[src/rtl/ntt_seq_driver_if.sv]
// Handshake bundle between the NTT sequence driver, its vector store and the NTT core.
// The driver takes the master modport; the store/NTT/test side takes the slave modport.
interface ntt_seq_driver_if #(
  parameter int DATA_W     = 64,
  parameter int RING_DEPTH = 12
);
  logic                    go;
  logic                    skip_w;
  logic                    src_req;
  logic [2:0]              src_sel;
  logic [RING_DEPTH:0]     src_idx;
  logic [DATA_W-1:0]       src_data;
  logic                    ntt_load_w;
  logic                    ntt_load_data;
  logic                    ntt_start;
  logic [DATA_W-1:0]       ntt_din;
  logic                    ntt_done;
  logic [DATA_W-1:0]       ntt_dout;
  logic                    busy;
  logic                    pass;
  logic                    fail;
  logic                    timeout;
  logic [RING_DEPTH:0]     err_cnt;
  logic [RING_DEPTH-1:0]   first_err;

  modport master (
    input  go, skip_w, src_data, ntt_done, ntt_dout,
    output src_req, src_sel, src_idx, ntt_load_w, ntt_load_data, ntt_start, ntt_din,
           busy, pass, fail, timeout, err_cnt, first_err
  );

  modport slave (
    output go, skip_w, src_data, ntt_done, ntt_dout,
    input  src_req, src_sel, src_idx, ntt_load_w, ntt_load_data, ntt_start, ntt_din,
           busy, pass, fail, timeout, err_cnt, first_err
  );
endinterface

[src/rtl/ntt_seq_driver.sv]
// Streams twiddles and data into an NTT core, then checks its output against golden words.
// Define NTT_SEQ_WATCHDOG_EN to bound the wait for ntt_done by WAIT_MAX cycles.
module ntt_seq_driver #(
  parameter int DATA_W     = 64,
  parameter int RING_DEPTH = 12,
  parameter int PE_DEPTH   = 3,
  parameter int WAIT_MAX   = 1 << 20
) (
  input  logic               i_clk,
  input  logic               i_rst_n,
  ntt_seq_driver_if.master   io_bus
);
  localparam int N     = 1 << RING_DEPTH;
  localparam int TW    = ((1 << (RING_DEPTH - PE_DEPTH)) - 1 + PE_DEPTH) << PE_DEPTH;
  localparam int WLEN  = 2 * TW + 2;
  localparam int CMAX  = (WLEN > N) ? WLEN : N;
  localparam int CNT_W = $clog2(CMAX + 1);

  localparam logic [CNT_W-1:0] C_TW       = CNT_W'(TW);
  localparam logic [CNT_W-1:0] C_TW2      = CNT_W'(2 * TW);
  localparam logic [CNT_W-1:0] C_WLEN_M1  = CNT_W'(WLEN - 1);
  localparam logic [CNT_W-1:0] C_WLEN_M3  = CNT_W'(WLEN - 3);
  localparam logic [CNT_W-1:0] C_N_M1     = CNT_W'(N - 1);
  localparam logic [CNT_W-1:0] C_N_M3     = CNT_W'(N - 3);
  localparam logic [CNT_W-1:0] C_GAP_M1   = CNT_W'(4);
  localparam logic [CNT_W-1:0] C_ONE      = CNT_W'(1);
  localparam logic [CNT_W-1:0] C_TWO      = CNT_W'(2);
  localparam logic [RING_DEPTH:0] C_N     = (RING_DEPTH + 1)'(N);
  localparam logic [RING_DEPTH:0] C_E1    = (RING_DEPTH + 1)'(1);

  typedef enum logic [3:0] {
    IDLE, LDW, WSTREAM, GAP1, LDD, DSTREAM, GAP2, START, WAIT, CAPT, REPORT
  } state_t;

  typedef enum logic [2:0] {
    SEL_W = 3'd0, SEL_WINV = 3'd1, SEL_Q = 3'd2, SEL_NINV = 3'd3, SEL_DIN = 3'd4, SEL_EXP = 3'd5
  } sel_t;

  state_t                r_state, w_nxt;
  logic [CNT_W-1:0]      r_cnt;
  logic [CNT_W-1:0]      w_fidx, w_idx;
  sel_t                  w_fsel, w_sel;
  logic                  w_fetch, w_fw, w_ld_w, w_ld_d, w_start;
  logic                  w_go_acc, w_miss, w_wd_exp;
  logic                  r_req_d;
  logic [DATA_W-1:0]     r_din;
  logic                  r_busy, r_pass, r_fail, r_timeout;
  logic [RING_DEPTH:0]   r_err_cnt;
  logic [RING_DEPTH-1:0] r_first_err;

  // The fetch for word 0 must leave in the go cycle itself, so acceptance is combinational.
  assign w_go_acc = (r_state == IDLE) && io_bus.go && i_rst_n;
  assign w_miss   = (io_bus.ntt_dout != io_bus.src_data);

`ifdef NTT_SEQ_WATCHDOG_EN
  localparam int WD_W = $clog2(WAIT_MAX + 1);
  logic [WD_W-1:0] r_wdog;

  always_ff @(posedge i_clk or negedge i_rst_n) begin
    if (!i_rst_n)               r_wdog <= '0;
    else if (r_state == WAIT)   r_wdog <= r_wdog + WD_W'(1);
    else                        r_wdog <= '0;
  end

  assign w_wd_exp = (r_state == WAIT) && (r_wdog == WD_W'(WAIT_MAX - 1));
`else
  assign w_wd_exp = 1'b0;
`endif

  // Fetches run two words ahead of ntt_din: one cycle store latency, one cycle output register.
  always_comb begin
    w_nxt   = r_state;
    w_fetch = 1'b0;
    w_fw    = 1'b0;
    w_fidx  = '0;
    w_fsel  = SEL_DIN;
    w_ld_w  = 1'b0;
    w_ld_d  = 1'b0;
    w_start = 1'b0;
    case (r_state)
      IDLE: if (w_go_acc) begin
        w_fetch = 1'b1;
        if (io_bus.skip_w) w_nxt = LDD;
        else begin
          w_nxt = LDW;
          w_fw  = 1'b1;
        end
      end
      LDW: begin
        w_ld_w  = 1'b1;
        w_fetch = 1'b1;
        w_fw    = 1'b1;
        w_fidx  = C_ONE;
        w_nxt   = WSTREAM;
      end
      WSTREAM: begin
        if (r_cnt <= C_WLEN_M3) begin
          w_fetch = 1'b1;
          w_fw    = 1'b1;
          w_fidx  = r_cnt + C_TWO;
        end
        if (r_cnt == C_WLEN_M1) w_nxt = GAP1;
      end
      GAP1: if (r_cnt == C_GAP_M1) begin
        w_fetch = 1'b1;
        w_nxt   = LDD;
      end
      LDD: begin
        w_ld_d  = 1'b1;
        w_fetch = 1'b1;
        w_fidx  = C_ONE;
        w_nxt   = DSTREAM;
      end
      DSTREAM: begin
        if (r_cnt <= C_N_M3) begin
          w_fetch = 1'b1;
          w_fidx  = r_cnt + C_TWO;
        end
        if (r_cnt == C_N_M1) w_nxt = GAP2;
      end
      GAP2: if (r_cnt == C_GAP_M1) w_nxt = START;
      START: begin
        w_start = 1'b1;
        w_nxt   = WAIT;
      end
      WAIT: begin
        if (io_bus.ntt_done) begin
          w_fetch = 1'b1;
          w_fsel  = SEL_EXP;
          w_nxt   = CAPT;
        end else if (w_wd_exp) begin
          w_nxt = IDLE;
        end
      end
      CAPT: begin
        w_fsel = SEL_EXP;
        if (r_cnt < C_N_M1) begin
          w_fetch = 1'b1;
          w_fidx  = r_cnt + C_ONE;
        end else begin
          w_nxt = REPORT;
        end
      end
      REPORT: w_nxt = IDLE;
      default: w_nxt = IDLE;
    endcase
  end

  // Twiddle-phase stream index maps onto W, WINV, Q, NINV in that order.
  always_comb begin
    w_sel = w_fsel;
    w_idx = w_fidx;
    if (w_fw) begin
      if (w_fidx < C_TW) begin
        w_sel = SEL_W;
      end else if (w_fidx < C_TW2) begin
        w_sel = SEL_WINV;
        w_idx = w_fidx - C_TW;
      end else if (w_fidx == C_TW2) begin
        w_sel = SEL_Q;
        w_idx = '0;
      end else begin
        w_sel = SEL_NINV;
        w_idx = '0;
      end
    end
  end

  always_ff @(posedge i_clk or negedge i_rst_n) begin
    if (!i_rst_n) begin
      r_state <= IDLE;
      r_cnt   <= '0;
      r_req_d <= 1'b0;
      r_din   <= '0;
    end else begin
      r_state <= w_nxt;
      r_req_d <= w_fetch;
      r_din   <= r_req_d ? io_bus.src_data : '0;
      if (w_nxt != r_state)
        r_cnt <= '0;
      else if (r_state inside {WSTREAM, GAP1, DSTREAM, GAP2, CAPT})
        r_cnt <= r_cnt + C_ONE;
    end
  end

  always_ff @(posedge i_clk or negedge i_rst_n) begin
    if (!i_rst_n) begin
      r_busy      <= 1'b0;
      r_pass      <= 1'b0;
      r_fail      <= 1'b0;
      r_timeout   <= 1'b0;
      r_err_cnt   <= '0;
      r_first_err <= '0;
    end else if (w_go_acc) begin
      r_busy      <= 1'b1;
      r_pass      <= 1'b0;
      r_fail      <= 1'b0;
      r_timeout   <= 1'b0;
      r_err_cnt   <= '0;
      r_first_err <= '0;
    end else if (r_state == CAPT && w_miss) begin
      if (r_err_cnt != C_N) r_err_cnt <= r_err_cnt + C_E1;
      if (r_err_cnt == '0)  r_first_err <= r_cnt[RING_DEPTH-1:0];
    end else if (r_state == REPORT) begin
      r_pass <= (r_err_cnt == '0);
      r_fail <= (r_err_cnt != '0);
      r_busy <= 1'b0;
    end else if (w_wd_exp && !io_bus.ntt_done) begin
      r_timeout <= 1'b1;
      r_fail    <= 1'b1;
      r_pass    <= 1'b0;
      r_busy    <= 1'b0;
    end
  end

  assign io_bus.src_req       = w_fetch;
  assign io_bus.src_sel       = w_fetch ? 3'(w_sel) : 3'd0;
  assign io_bus.src_idx       = w_fetch ? (RING_DEPTH + 1)'(w_idx) : '0;
  assign io_bus.ntt_load_w    = w_ld_w;
  assign io_bus.ntt_load_data = w_ld_d;
  assign io_bus.ntt_start     = w_start;
  assign io_bus.ntt_din       = r_din;
  assign io_bus.busy          = r_busy;
  assign io_bus.pass          = r_pass;
  assign io_bus.fail          = r_fail;
  assign io_bus.timeout       = r_timeout;
  assign io_bus.err_cnt       = r_err_cnt;
  assign io_bus.first_err     = r_first_err;
endmodule

[src/flat_wrapper.sv]
// flat-port wrapper written by rule: the top's interface ports become plain ports
module ntt_seq_driver_flat 
#(
  parameter int DATA_W     = 64,
  parameter int RING_DEPTH = 12,
  parameter int PE_DEPTH   = 3,
  parameter int WAIT_MAX   = 1 << 20
)
  (i_clk, i_rst_n, io_bus_go, io_bus_skip_w, io_bus_src_data, io_bus_ntt_done, io_bus_ntt_dout, io_bus_src_req, io_bus_src_sel, io_bus_src_idx, io_bus_ntt_load_w, io_bus_ntt_load_data, io_bus_ntt_start, io_bus_ntt_din, io_bus_busy, io_bus_pass, io_bus_fail, io_bus_timeout, io_bus_err_cnt, io_bus_first_err);
  ntt_seq_driver_if #(.DATA_W(DATA_W), .RING_DEPTH(RING_DEPTH)) io_bus_i ();
  input  logic i_clk;
  input  logic i_rst_n;
  input wire logic [$bits(io_bus_i.go)-1:0] io_bus_go;
  input wire logic [$bits(io_bus_i.skip_w)-1:0] io_bus_skip_w;
  input wire logic [$bits(io_bus_i.src_data)-1:0] io_bus_src_data;
  input wire logic [$bits(io_bus_i.ntt_done)-1:0] io_bus_ntt_done;
  input wire logic [$bits(io_bus_i.ntt_dout)-1:0] io_bus_ntt_dout;
  output wire logic [$bits(io_bus_i.src_req)-1:0] io_bus_src_req;
  output wire logic [$bits(io_bus_i.src_sel)-1:0] io_bus_src_sel;
  output wire logic [$bits(io_bus_i.src_idx)-1:0] io_bus_src_idx;
  output wire logic [$bits(io_bus_i.ntt_load_w)-1:0] io_bus_ntt_load_w;
  output wire logic [$bits(io_bus_i.ntt_load_data)-1:0] io_bus_ntt_load_data;
  output wire logic [$bits(io_bus_i.ntt_start)-1:0] io_bus_ntt_start;
  output wire logic [$bits(io_bus_i.ntt_din)-1:0] io_bus_ntt_din;
  output wire logic [$bits(io_bus_i.busy)-1:0] io_bus_busy;
  output wire logic [$bits(io_bus_i.pass)-1:0] io_bus_pass;
  output wire logic [$bits(io_bus_i.fail)-1:0] io_bus_fail;
  output wire logic [$bits(io_bus_i.timeout)-1:0] io_bus_timeout;
  output wire logic [$bits(io_bus_i.err_cnt)-1:0] io_bus_err_cnt;
  output wire logic [$bits(io_bus_i.first_err)-1:0] io_bus_first_err;
  assign io_bus_i.go = io_bus_go;
  assign io_bus_i.skip_w = io_bus_skip_w;
  assign io_bus_i.src_data = io_bus_src_data;
  assign io_bus_i.ntt_done = io_bus_ntt_done;
  assign io_bus_i.ntt_dout = io_bus_ntt_dout;
  assign io_bus_src_req = io_bus_i.src_req;
  assign io_bus_src_sel = io_bus_i.src_sel;
  assign io_bus_src_idx = io_bus_i.src_idx;
  assign io_bus_ntt_load_w = io_bus_i.ntt_load_w;
  assign io_bus_ntt_load_data = io_bus_i.ntt_load_data;
  assign io_bus_ntt_start = io_bus_i.ntt_start;
  assign io_bus_ntt_din = io_bus_i.ntt_din;
  assign io_bus_busy = io_bus_i.busy;
  assign io_bus_pass = io_bus_i.pass;
  assign io_bus_fail = io_bus_i.fail;
  assign io_bus_timeout = io_bus_i.timeout;
  assign io_bus_err_cnt = io_bus_i.err_cnt;
  assign io_bus_first_err = io_bus_i.first_err;
  ntt_seq_driver #(.DATA_W(DATA_W), .RING_DEPTH(RING_DEPTH), .PE_DEPTH(PE_DEPTH), .WAIT_MAX(WAIT_MAX)) u_core (.i_clk(i_clk), .i_rst_n(i_rst_n), .io_bus(io_bus_i));
endmodule
[config.mk]
export PLATFORM = sky130hd
export DESIGN_NAME = ntt_seq_driver_flat
export DESIGN_NICKNAME = d
export VERILOG_FILES = /design/src/rtl/ntt_seq_driver_if.sv /design/src/rtl/ntt_seq_driver.sv /design/src/flat_wrapper.sv
export SDC_FILE = /design/constraint.sdc
export NUM_CORES = 1
export LEC_CHECK = 0
export BUFFER_PORTS_ARGS = -buffer_cell sky130_fd_sc_hd__buf_2
export CAP_MARGIN = 20
export CORE_AREA = 2 2 194 101
export CTS_CLUSTER_DIAMETER = 120
export DETAILED_ROUTE_END_ITERATION = 16
export DIE_AREA = 0 0 196 103
export GPL_ROUTABILITY_DRIVEN = 0
export PLACE_DENSITY = 0.7
export SLEW_MARGIN = 10
export SYNTH_ARGS = -nofsm -noshare
export SYNTH_HDL_FRONTEND = slang
export SYNTH_SLANG_ARGS = --single-unit
[constraint.sdc]
create_clock -name i_clk -period 6.03 [get_ports i_clk]
set_input_delay 0.603 -clock i_clk [delete_from_list [all_inputs] [get_ports i_clk]]
set_output_delay 0.603 -clock i_clk [all_outputs]
set_load 0.05 [all_outputs]
# Yosys cells after proc, flatten, opt, wreduce, memory -nomap -nowiden
# Cells that the tools add are included.
dict set report op_classes {
  n_addsub 4
  magnitude_cmp 5
  n_eq_ne 18
  n_mux 55
  reduce_logical 16
}
# operator n
set op_table {}
lappend op_table {{$mux W13} 7}
lappend op_table {{$mux W14} 5}
lappend op_table {{$mux W64} 1}
lappend op_table {{$ne A64 B64 Y1} 1}
lappend op_table {{$pmux W14 S4} 1}
lappend op_table {{$pmux W4 S10} 1}
lappend op_table {{$mux W12} 3}
lappend op_table {{$eq A14 B14 Y1 const B} 2}
lappend op_table {{$mux W4} 7}
lappend op_table {{$mux W1} 22}
lappend op_table {{$eq A4 B3 Y1 const B} 4}
lappend op_table {{$mux W3} 5}
lappend op_table {{$add A14 B1 Y14 const B} 1}
lappend op_table {{$add A14 B2 Y14 const B} 1}
lappend op_table {{$eq A14 B12 Y1 const B} 1}
lappend op_table {{$eq A14 B3 Y1 const B} 1}
lappend op_table {{$le A14 B12 Y1 const B} 1}
lappend op_table {{$le A14 B14 Y1 const B} 1}
lappend op_table {{$lt A14 B12 Y1 const B} 1}
lappend op_table {{$lt A14 B13 Y1 const B} 1}
lappend op_table {{$lt A14 B14 Y1 const B} 1}
lappend op_table {{$add A13 B1 Y13 const B} 1}
lappend op_table {{$logic_not A13 Y1} 1}
lappend op_table {{$ne A13 B13 Y1 const B} 1}
lappend op_table {{other kinds (16)} 27}
dict set report totals {
  regBits 111
  input_bits 133
  output_inout_bits 113
  word_cells 107
}

# Longest topological paths before layout
# Gate-level depths: netlist (run 1).
dict set report logic_depth {
  ltp_word 9
  ltp_mapped 15
  mapped_depth_nobuf 13
}

# Least setup slack after synthesis (run 1)
# OpenSTA, ideal clock, no wires.
dict set report synth_timing {
  path_kind {flip-flop to output port}
  start {reg u_core.r_cnt[1]}
  end {out io_bus_src_idx[5]}
  t_arrival_ns 3.989
  required_time_ns 5.427
  path_slack_ns 1.438
  stages_incl_launch_ff 13
  n_path_buf 2
  cell_sequence {dfrtp_1 -> clkbuf_1 -> inv_1 -> ha_1 -> and4bb_1 -> and3_4 -> o22ai_4 -> a221o_1 -> a22oi_4 -> a41oi_4 -> or2_2 -> clkbuf_1 -> o31ai_1}
}
dict set report synth_between {
  elab_chain_cells 8
}
# element line
set synth_rtl {}
lappend synth_rtl {{start, declared} ntt_seq_driver.sv:40} ;# logic [CNT_W-1:0] r_cnt;
lappend synth_rtl {{start signal, assigned} ntt_seq_driver.sv:182} ;# r_cnt <= r_cnt + C_ONE;
lappend synth_rtl {{$add A14 B1 Y14, or another cell as far along} ntt_seq_driver.sv:139} ;# w_fidx = r_cnt + C_ONE;
lappend synth_rtl {{$mux W14, on equally long branches} {ntt_seq_driver.sv:137, ntt_seq_driver.sv:97, ntt_seq_driver.sv:115}}
lappend synth_rtl {{$pmux W14 S4} ntt_seq_driver.sv:80} ;# case (r_state)
lappend synth_rtl {{$sub A13 B13 Y13 or $lt A14 B14 Y1 (tied branches)} {ntt_seq_driver.sv:158, ntt_seq_driver.sv:156}}
lappend synth_rtl {{$mux W13} ntt_seq_driver.sv:156} ;# end else if (w_fidx < C_TW2) begin
lappend synth_rtl {{$mux W13} ntt_seq_driver.sv:154} ;# if (w_fidx < C_TW) begin
lappend synth_rtl {{$mux W13} ntt_seq_driver.sv:153} ;# if (w_fw) begin
lappend synth_rtl {{$mux W13 (*)} ntt_seq_driver.sv:218} ;# assign io_bus.src_idx = w_fetch ? (RING_DEPTH + 1)'(w_idx) : '0;
lappend synth_rtl {{end, declared} flat_wrapper.sv:20} ;# output wire logic [$bits(io_bus_i.src_idx)-1:0] io_bus_src_idx;
# Mark *: on every way between the ends. The rest lies on a longest branch, timed or not.

# Final worst setup path (run 1)
dict set report layout_timing {
  start {reg u_core.r_cnt[0]}
  end {out io_bus_src_idx[9]}
}
# Same word-level chain as after synthesis.

==> results.yml, run 1 <==
floorplan:
  die-width_um: 196
  io_pins: 246
  fp.dieH_um: 103
  std_cell_rows: 36
  initial_core_util_pct: 33.7
  core_um2: 18700
  dieArea_um2: 20200
yosys:
  ys_top_cells_by_area: "dfrtp_1, xnor2_1, and2_1"
  yosysMostFrequentCell: "dfrtp_1"
  yosys.area.top_type: "dfrtp_1"
  synth_top_cell_area_share_pct: 44.0
  synthesis.area_um2: 6320
  synth_edf_count: 0
  synthFlopType: "dfrtp_1"
  avgSynthCellArea_um2: 9.71
  syn_nets: 792
  synth_cell_types: 73
  ys_top_cells_by_count: "dfrtp_1, xnor2_1, and2_1"
  synth-seq-area-share_pct: 44.0
  yosysWarnings: 0
  synthCells: 651
  synth-seq-cells: 111
  async_reset_ff_share_pct: 100
finish:
  multiInputGateArea_um2: 3320
  area_growth_pct: 27.9
  final_util_pct: 43.1
  nNetsFinal: 1022
  fillers: 1868
  regArea_um2: 2780
  drive_above_1_share_pct: 32.7
timing:
  skew_ns: 0.00726
  slew_violations: 0
  finalSetupTns_ns: 0
  clock.fmax_mhz: 200
  slew_headroom_pct: 28.0
  setup_viol: 0
  timing.hold.ws_ns: 0.321
  rsz0062_at_grt: "false"
  finalCriticalPeriod_ns: 5.01
  finalHoldViolCount: 0
  final.setup.worst_slack_ns: 1.02
  period_share_pct: 83.0
  worst_pin_slew_ns: 1.07
place:
  dpl.hpwl_mm: 16.1
  io_buffers: 244
  place_ws_ns: 1.48
setup_path:
  critical_path_class: "reg2out"
  r2r_setup_slack_ns: 2.98
  worstPathRequired_ns: 5.43
  end_kind: "output pin"
  worst-r2r-cell-count: 6
  cp-start-kind: "flop"
  crit_fanout: 14
  cp.arrival_ns: 4.40
  r2r-end: "u_core.io_bus.err_cnt[12]$_DFFE_PN0P_"
  r2r_start: "u_core.r_state[0]$_DFF_PN0_"
route:
  wl_per_cell_um: 17.5
  wirelength_mm: 19.9
  first_iter_violations: 617
  firstDrtPassIters: 5
  via_per_inst: 5.08
  final_antenna_net_count: 0
  dr_total_vias: 5764
  drc: 0
global_routing:
  grt_use_total_pct: 19.9
  grt_max_degree: 65
  grt_overflow: 0
  grt_pass1_vias: 5380
  antenna_found_initial: 2
  grt_pass1_wl_mm: 30.5
power:
  fin_total_pwr_mw: 1.67
  p_leak_nw: 3.70
  pwr_density_cell_nw_per_um2: 207
  max-vdd-ir-drop_uv: 131
job:
  maxCapViolCount: 0
status:
  status: "finished clean"
cts:
  clk_pin_slew_ns: 0.07
  clk-insertion-delay-late_ns: 0.35
  cts_tree: "yes"
  cts_max_level: 3
  cts_inserted_buffers: 9
  cts_resized: 0
  cts_root_buf: "clkbuf_16"
  hold_buffers: 0
  postCtsSetupBuffers: 0
  clock_sinks: 111
  clk_path_buf_depth: 2
min_path:
  min_path_type: "in2async"
==> worst max path at each step <==
stage	startpoint	endpoint	slack, ns	cells past startpoint
final	u_core.r_cnt[0]$_DFFE_PN0P_	io_bus_src_idx[9]	1.02	14
after global routing	u_core.r_cnt[0]$_DFFE_PN0P_	io_bus_src_idx[9]	0.70	14
after CTS	u_core.r_cnt[0]$_DFFE_PN0P_	io_bus_src_idx[9]	1.07	14
after detailed placement	u_core.r_cnt[0]$_DFFE_PN0P_	io_bus_src_idx[9]	1.48	14
after global placement	u_core.r_cnt[0]$_DFFE_PN0P_	io_bus_src_idx[9]	1.61	14
after floorplan	u_core.r_cnt[1]$_DFFE_PN0P_	io_bus_src_idx[5]	1.44	12
==> flip-flops by register name, summed over array words and instances, names as in the netlist <==
register	flops
u_core.io_bus.pass	1
u_core.io_bus.ntt_din	64
u_core.r_state	4
u_core.io_bus.busy	1
u_core.io_bus.err_cnt	13
u_core.io_bus.fail	1
u_core.r_cnt	14
u_core.r_req_d	1
u_core.io_bus.first_err	12
==> cells in the final DEF, fill, tap and decap left out, drive strengths merged, types with 4 or more instances in the layout <==
| cell type | synthesis | final |
|---|---|---|
| o21ai | 24 | 24 |
| nand2 | 42 | 42 |
| a21oi | 11 | 11 |
| xnor2 | 86 | 86 |
| o22ai | 5 | 5 |
| a21o | 4 | 4 |
| o221ai | 7 | 7 |
| clkbuf | 19 | 11 |
| ha | 8 | 8 |
| dfrtp | 111 | 111 |
| nor4 | 8 | 8 |
| nand3 | 27 | 27 |
| buf | 10 | 248 |
| a22oi | 5 | 5 |
| xor2 | 13 | 13 |
| a31oi | 4 | 4 |
| and4 | 6 | 6 |
| o211ai | 7 | 7 |
| nand4 | 28 | 28 |
| nor2 | 62 | 62 |
| and3 | 12 | 12 |
| and2 | 71 | 71 |
| nor2b | 5 | 5 |
| nor3 | 12 | 12 |
| inv | 24 | 24 |
==> cells by family (layout without fill, tap and decap cells) <==
group           Yosys count  in the layout  share of synthesized area [%]
compound gates           89             89                           11.5
xor+xnor                 99             99                           13.7
fa+ha+maj                 8              8                           1.58
buf+inv                  53            288                           3.56
flops                   111            111                           44.0
mux                       3              3                          0.475
other cells               1              2                         0.0593
simple gates            287            287                           25.1
==> cell type report <==
class	count	area share, %
Multi-Input combinational cell	487	41.0
Sequential cell	111	34.4
Timing Repair Buffer	248	15.5
Tap cell	247	3.82
Clock buffer	11	3.13
Inverter	24	1.11
Clock inverter	5	0.991
Antenna cell	1	0.0310
==> power by group <==
part,switching (mW),internal (mW),total [mW]
Combinational,0.154,0.0867,0.241
Sequential,0.00523,0.765,0.771
Clock,0.272,0.386,0.658
Total,0.431,1.24,1.67
==> per-stage QoR <==
| stage | cell area (um^2) | instances |
|---|---|---|
| 6_report | 8080 | 1134 |
| 5_1_grt | 8080 | 1134 |
| 4_1_cts | 8080 | 1133 |
| 3_5_place_dp | 7750 | 1117 |
| 3_3_place_gp | 7750 | 1117 |
| 2_1_floorplan | 6320 | 651 |
==> critical path: stages (launching register included) <==
cell       delay [ns]
dfrtp_1          0.62
inv_1            0.24
ha_1             0.27
and4bb_1         0.27
nand3_1          0.11
a2bb2oi_2        0.57
o221ai_1         0.19
o21ai_1          0.33
ha_1             0.33
and2_4           0.20
nand4_1          0.15
nor4b_2          0.22
xnor2_1          0.14
o22ai_1          0.12
buf_2            0.30
==> metal layers <==
layer  up-vias  GRT usage [%]  part of all wire [%]  wire length (um)
li1       2702              -                     -                 -
met1      2771           30.2                    50              9940
met2       270           26.9                    39              7710
met3        19           7.29                    10              2050
met4         2           2.97                  0.79               158
met5         -              0                 0.065                13
Power figures use the tool's default switching activity.
==> run 2: changes to the inputs <==
--- a/config.mk
+++ b/config.mk
@@ -12,7 +12,7 @@
 export DETAILED_ROUTE_END_ITERATION = 16
 export DIE_AREA = 0 0 196 103
 export GPL_ROUTABILITY_DRIVEN = 0
-export PLACE_DENSITY = 0.7
+export PLACE_DENSITY = 0.72
 export SLEW_MARGIN = 10
 export SYNTH_ARGS = -nofsm -noshare
 export SYNTH_HDL_FRONTEND = slang
==> constraint.sdc (replaced) <==
create_clock -name i_clk -period 4.5 [get_ports i_clk]
set_input_delay 0.45 -clock i_clk [delete_from_list [all_inputs] [get_ports i_clk]]
set_output_delay 0.45 -clock i_clk [all_outputs]
set_load 0.05 [all_outputs]
==> results.yml, run 2 (synthesized netlist as in run 1, its figures left out) <==
status:
  status: "finished clean"
timing:
  rsz0062_at_grt: "false"
  period_share_pct: 94.1
  finalSetupTns_ns: 0
  worst_pin_slew_ns: 0.768
  finalCriticalPeriod_ns: 4.23
  setup_viol: 0
  slew_headroom_pct: 48.8
  skew_ns: 0.0137
  final.setup.worst_slack_ns: 0.267
  finalHoldViolCount: 0
  clock.fmax_mhz: 236
  slew_violations: 0
  timing.hold.ws_ns: 0.253
min_path:
  min_path_type: "in2async"
finish:
  finish.instance_area_um2: 8130
  fillers: 1866
  n_antenna_cell: 0
  final_common_cell: "buf_2"
  nNetsFinal: 1035
  multiInputGateArea_um2: 3330
  final_cell_mix: "buf_2, dfrtp_1, xnor2_1"
  finalNonFillerCells: 1143
  regArea_um2: 2780
  final_util_pct: 43.4
  drive_above_1_share_pct: 33.7
  largest_reg_flops: 64
  area_growth_pct: 28.6
floorplan:
  initial_core_util_pct: 33.7
  io_pins: 246
  core_um2: 18700
  die-width_um: 196
  dieArea_um2: 20200
  std_cell_rows: 36
  fp.dieH_um: 103
route:
  wl_per_cell_um: 17.4
  via_per_inst: 5.06
  final_antenna_net_count: 0
  dr_total_vias: 5781
  first_iter_violations: 505
  firstDrtPassIters: 5
  wirelength_mm: 19.8
  drc: 0
cts:
  cts_root_buf: "clkbuf_16"
  cts_inserted_buffers: 9
  hold_buffers: 0
  cts_max_level: 3
  clk_pin_slew_ns: 0.08
  postCtsSetupBuffers: 0
  cts_tree: "yes"
  clock_sinks: 111
  clk_path_buf_depth: 2
  clk-insertion-delay-late_ns: 0.35
global_routing:
  grt_max_degree: 65
  grt_overflow: 0
  grt_pass1_vias: 5341
  antenna_found_initial: 0
  grt_pass1_wl_mm: 30.3
  grt_use_total_pct: 19.7
job:
  maxCapViolCount: 0
setup_path:
  critical_path_class: "reg2out"
  cp-start-kind: "flop"
  worstPathRequired_ns: 4.05
  end_kind: "output pin"
  cp.arrival_ns: 3.78
  crit_fanout: 11
place:
  place_area_um2: 7840
  io_buffers: 244
  place_inst: 1130
  place_ws_ns: 0.498
  dpl.hpwl_mm: 16.0
power:
  max-vdd-ir-drop_uv: 160
  p_leak_nw: 3.74
  fin_total_pwr_mw: 2.13
  pwr_density_cell_nw_per_um2: 262
## run 2: changes by cell type in the layout (fill, tap and decap cells not counted), moves of 2 or more
cell | previous run | this run
clkbuf_1 | 0 | 2
clkinvlp_4 | 2 | 0
buf_4 | 5 | 18
clkbuf_8 | 2 | 0
## run 2: critical path, cell delays in order, from the launching register on
cell and delay (ns):
dfrtp_2 0.49, inv_1 0.13, ha_1 0.21, and4bb_1 0.29, nand3_1 0.11, a2bb2oi_2 0.24
buf_4 0.23, o211ai_1 0.18, a21oi_4 0.30, a41oi_4 0.17, nand2b_4 0.20, or4b_1 0.47
o311ai_1 0.09, buf_2 0.31
## run 2: repair_timing
item	4_1_cts	5_1_grt
endpoints found under the hold margin	0	0
gates resized for setup	0	5
setup endpoints to repair	0	7
## run 2: area by class of cell
type	instances	share of cell area (%)
Tap cell	247	3.80
Inverter	24	1.11
Sequential cell	111	34.2
Clock inverter	2	0.431
Clock buffer	11	2.86
Multi-Input combinational cell	487	41.0
Timing Repair Buffer	261	16.6
## run 2: final timing paths
check / slack, ns / cells after the start / end / start
max in group asynchronous: 3.73 / 2 / u_core.r_cnt[1]$_DFFE_PN0P_ / i_rst_n
setup reg to reg: 1.40 / 10 / u_core.r_cnt[0]$_DFFE_PN0P_ / u_core.r_cnt[2]$_DFFE_PN0P_
hold / removal: 0.25 / 2 / u_core.r_state[2]$_DFF_PN0_ / i_rst_n
min in group i_clk: 0.34 / 2 / u_core.io_bus.ntt_din[38]$_DFF_PN0_ / io_bus_src_data[38]
hold reg to reg: 0.49 / 2 / u_core.io_bus.busy$_DFFE_PN0P_ / u_core.io_bus.busy$_DFFE_PN0P_
setup / recovery: 0.27 / 13 / io_bus_src_idx[12] / u_core.r_cnt[1]$_DFFE_PN0P_
## run 2: metal layers
metal	track usage, %	routed length (um)
met3	6.97	1850
met4	3.32	161
met5	0	0
met1	30.3	10200
met2	26.1	7680
## run 2: where the power goes
group	switching (mW)	leakage, nW	internal (mW)
Sequential	0.00701	1.34	1.03
Combinational	0.207	2.26	0.117
Clock	0.348	0.131	0.423
==> run 3: changes to the inputs <==
--- a/config.mk
+++ b/config.mk
@@ -7,12 +7,14 @@
 export LEC_CHECK = 0
 export BUFFER_PORTS_ARGS = -buffer_cell sky130_fd_sc_hd__buf_2
 export CAP_MARGIN = 20
-export CORE_AREA = 2 2 194 101
+export CELL_PAD_IN_SITES_DETAIL_PLACEMENT = 1
+export CELL_PAD_IN_SITES_GLOBAL_PLACEMENT = 2
+export CORE_AREA = 2 2 224 116
 export CTS_CLUSTER_DIAMETER = 120
 export DETAILED_ROUTE_END_ITERATION = 16
-export DIE_AREA = 0 0 196 103
+export DIE_AREA = 0 0 226 118
 export GPL_ROUTABILITY_DRIVEN = 0
-export PLACE_DENSITY = 0.72
+export PLACE_DENSITY = 0.86
 export SLEW_MARGIN = 10
 export SYNTH_ARGS = -nofsm -noshare
 export SYNTH_HDL_FRONTEND = slang
==> results.yml, run 3 (synthesized netlist as in run 1, its figures left out) <==
route:
  dr_total_vias: 5834
  firstDrtPassIters: 5
  final_antenna_net_count: 0
  drc: 0
  first_iter_violations: 357
  wl_per_cell_um: 19.3
  via_per_inst: 4.69
  wirelength_mm: 24.0
finish:
  fillers: 2908
  drive_above_1_share_pct: 34.7
  finish.instance_area_um2: 8310
  multiInputGateArea_um2: 3350
  regArea_um2: 2780
  n_antenna_cell: 0
  largest_reg_flops: 64
  final_common_cell: "buf_2"
  area_growth_pct: 31.5
  final_cell_mix: "buf_2, dfrtp_1, xnor2_1"
  nNetsFinal: 1037
timing:
  rsz0062_at_grt: "false"
  setup_viol: 0
  worst_pin_slew_ns: 0.968
  clock.fmax_mhz: 236
  slew_violations: 0
  skew_ns: 0.00659
  finalHoldViolCount: 0
  finalCriticalPeriod_ns: 4.23
  period_share_pct: 94.0
  timing.hold.ws_ns: 0.224
  slew_headroom_pct: 35.5
  finalSetupTns_ns: 0
cts:
  cts_root_buf: "clkbuf_16"
  clk_pin_slew_ns: 0.08
  cts_tree: "yes"
  clk_path_buf_depth: 2
  clk-insertion-delay-late_ns: 0.38
  hold_buffers: 0
  cts_max_level: 3
  clock_sinks: 111
  cts_inserted_buffers: 9
global_routing:
  grt_use_total_pct: 18.2
  antenna_found_initial: 1
  grt_pass1_wl_mm: 36.6
  grt_max_degree: 65
  grt_overflow: 0
  grt_pass1_vias: 6019
setup_path:
  path_buf_inv: 4
  cp-start-kind: "flop"
  worstPathRequired_ns: 4.05
  slowest_stage: "or4b_1"
  startpoint: "u_core.r_cnt[0]$_DFFE_PN0P_"
  crit_fanout: 10
  crit_chain: "inv_1 -> ha_1 -> and4bb_1 -> nand3_1 -> a2bb2oi_4 -> buf_12 -> buf_4 -> nor2_1 -> a31oi_1 -> a41oi_4 -> nand2b_4 -> or4b_1 -> o311ai_1 -> clkbuf_4"
  r2r_start: "u_core.r_cnt[5]$_DFFE_PN0P_"
  end_kind: "output pin"
  crit_path_max_incr_delay_ns: 0.47
  critical-path-top-delay-family: "simple AND/OR/NAND/NOR gates"
  critical_path_class: "reg2out"
  cp.arrival_ns: 3.78
min_path:
  min_path_type: "in2async"
floorplan:
  io_pins: 246
  die-width_um: 226
  core_um2: 24700
  std_cell_rows: 41
  fp.dieH_um: 118
  dieArea_um2: 26700
  initial_core_util_pct: 25.6
place:
  io_buffers: 244
  dpl.hpwl_mm: 19.3
  place_area_um2: 7970
power:
  max-vdd-ir-drop_uv: 150
  pwr_density_cell_nw_per_um2: 260
  fin_total_pwr_mw: 2.16
  p_leak_nw: 3.75
status:
  status: "finished clean"
job:
  maxCapViolCount: 0
-- run 3: path summary, 6_finish.rpt --
check	end	cells after the start	slack [ns]
hold reg to reg	u_core.io_bus.first_err[7]$_DFFE_PN0P_	2	0.50
setup reg to reg	u_core.r_cnt[0]$_DFFE_PN0P_	10	1.49
min in group i_clk	u_core.io_bus.ntt_din[6]$_DFF_PN0_	2	0.31
max in group asynchronous	u_core.io_bus.ntt_din[21]$_DFF_PN0_	3	3.00
hold / removal	u_core.io_bus.busy$_DFFE_PN0P_	2	0.22
setup / recovery	io_bus_src_idx[12]	14	0.27
-- run 3: area by class of cell --
class                      instances  share of cell area, %
sequential                       111                   33.5
clock buffer                       9                   2.71
timing repair buffer             263                   16.7
tap                              344                   5.18
inverter                          24                   1.08
clock inverter                     7                  0.647
multi-input combinational        487                   40.3
-- run 3: metal layers --
| layer | vias to the layer above | share of wire, % | global-route usage, % |
|---|---|---|---|
| li1 | 2737 | - | - |
| met2 | 188 | 40 | 24.1 |
| met5 | - | 0.054 | 0 |
| met1 | 2884 | 51 | 27.3 |
| met3 | 23 | 7.8 | 7.09 |
| met4 | 2 | 1.5 | 3.89 |
-- run 3: timing repair --
action / 4_1_cts / 5_1_grt
endpoints found under the setup margin: 3 / 7
hold endpoints to repair: 0 / 0
gates resized for setup: 2 / 9
buffers inserted: 0 / 1
pin swaps: 0 / 1
-- run 3: per-stage QoR --
step	setup WS [ns]	utilization (%)	instances
after floorplan	0.0612	-	651
after global placement	0.537	32.3	1228
after detailed placement	0.363	32.3	1228
after CTS	0.00343	33.5	1244
after global routing	0.0417	33.7	1245
final	0.269	33.7	1245
-- run 3: power breakdown --
group | switching [mW] | internal, mW
Sequential | 0.00799 | 1.03
Clock | 0.414 | 0.382
Combinational | 0.211 | 0.117
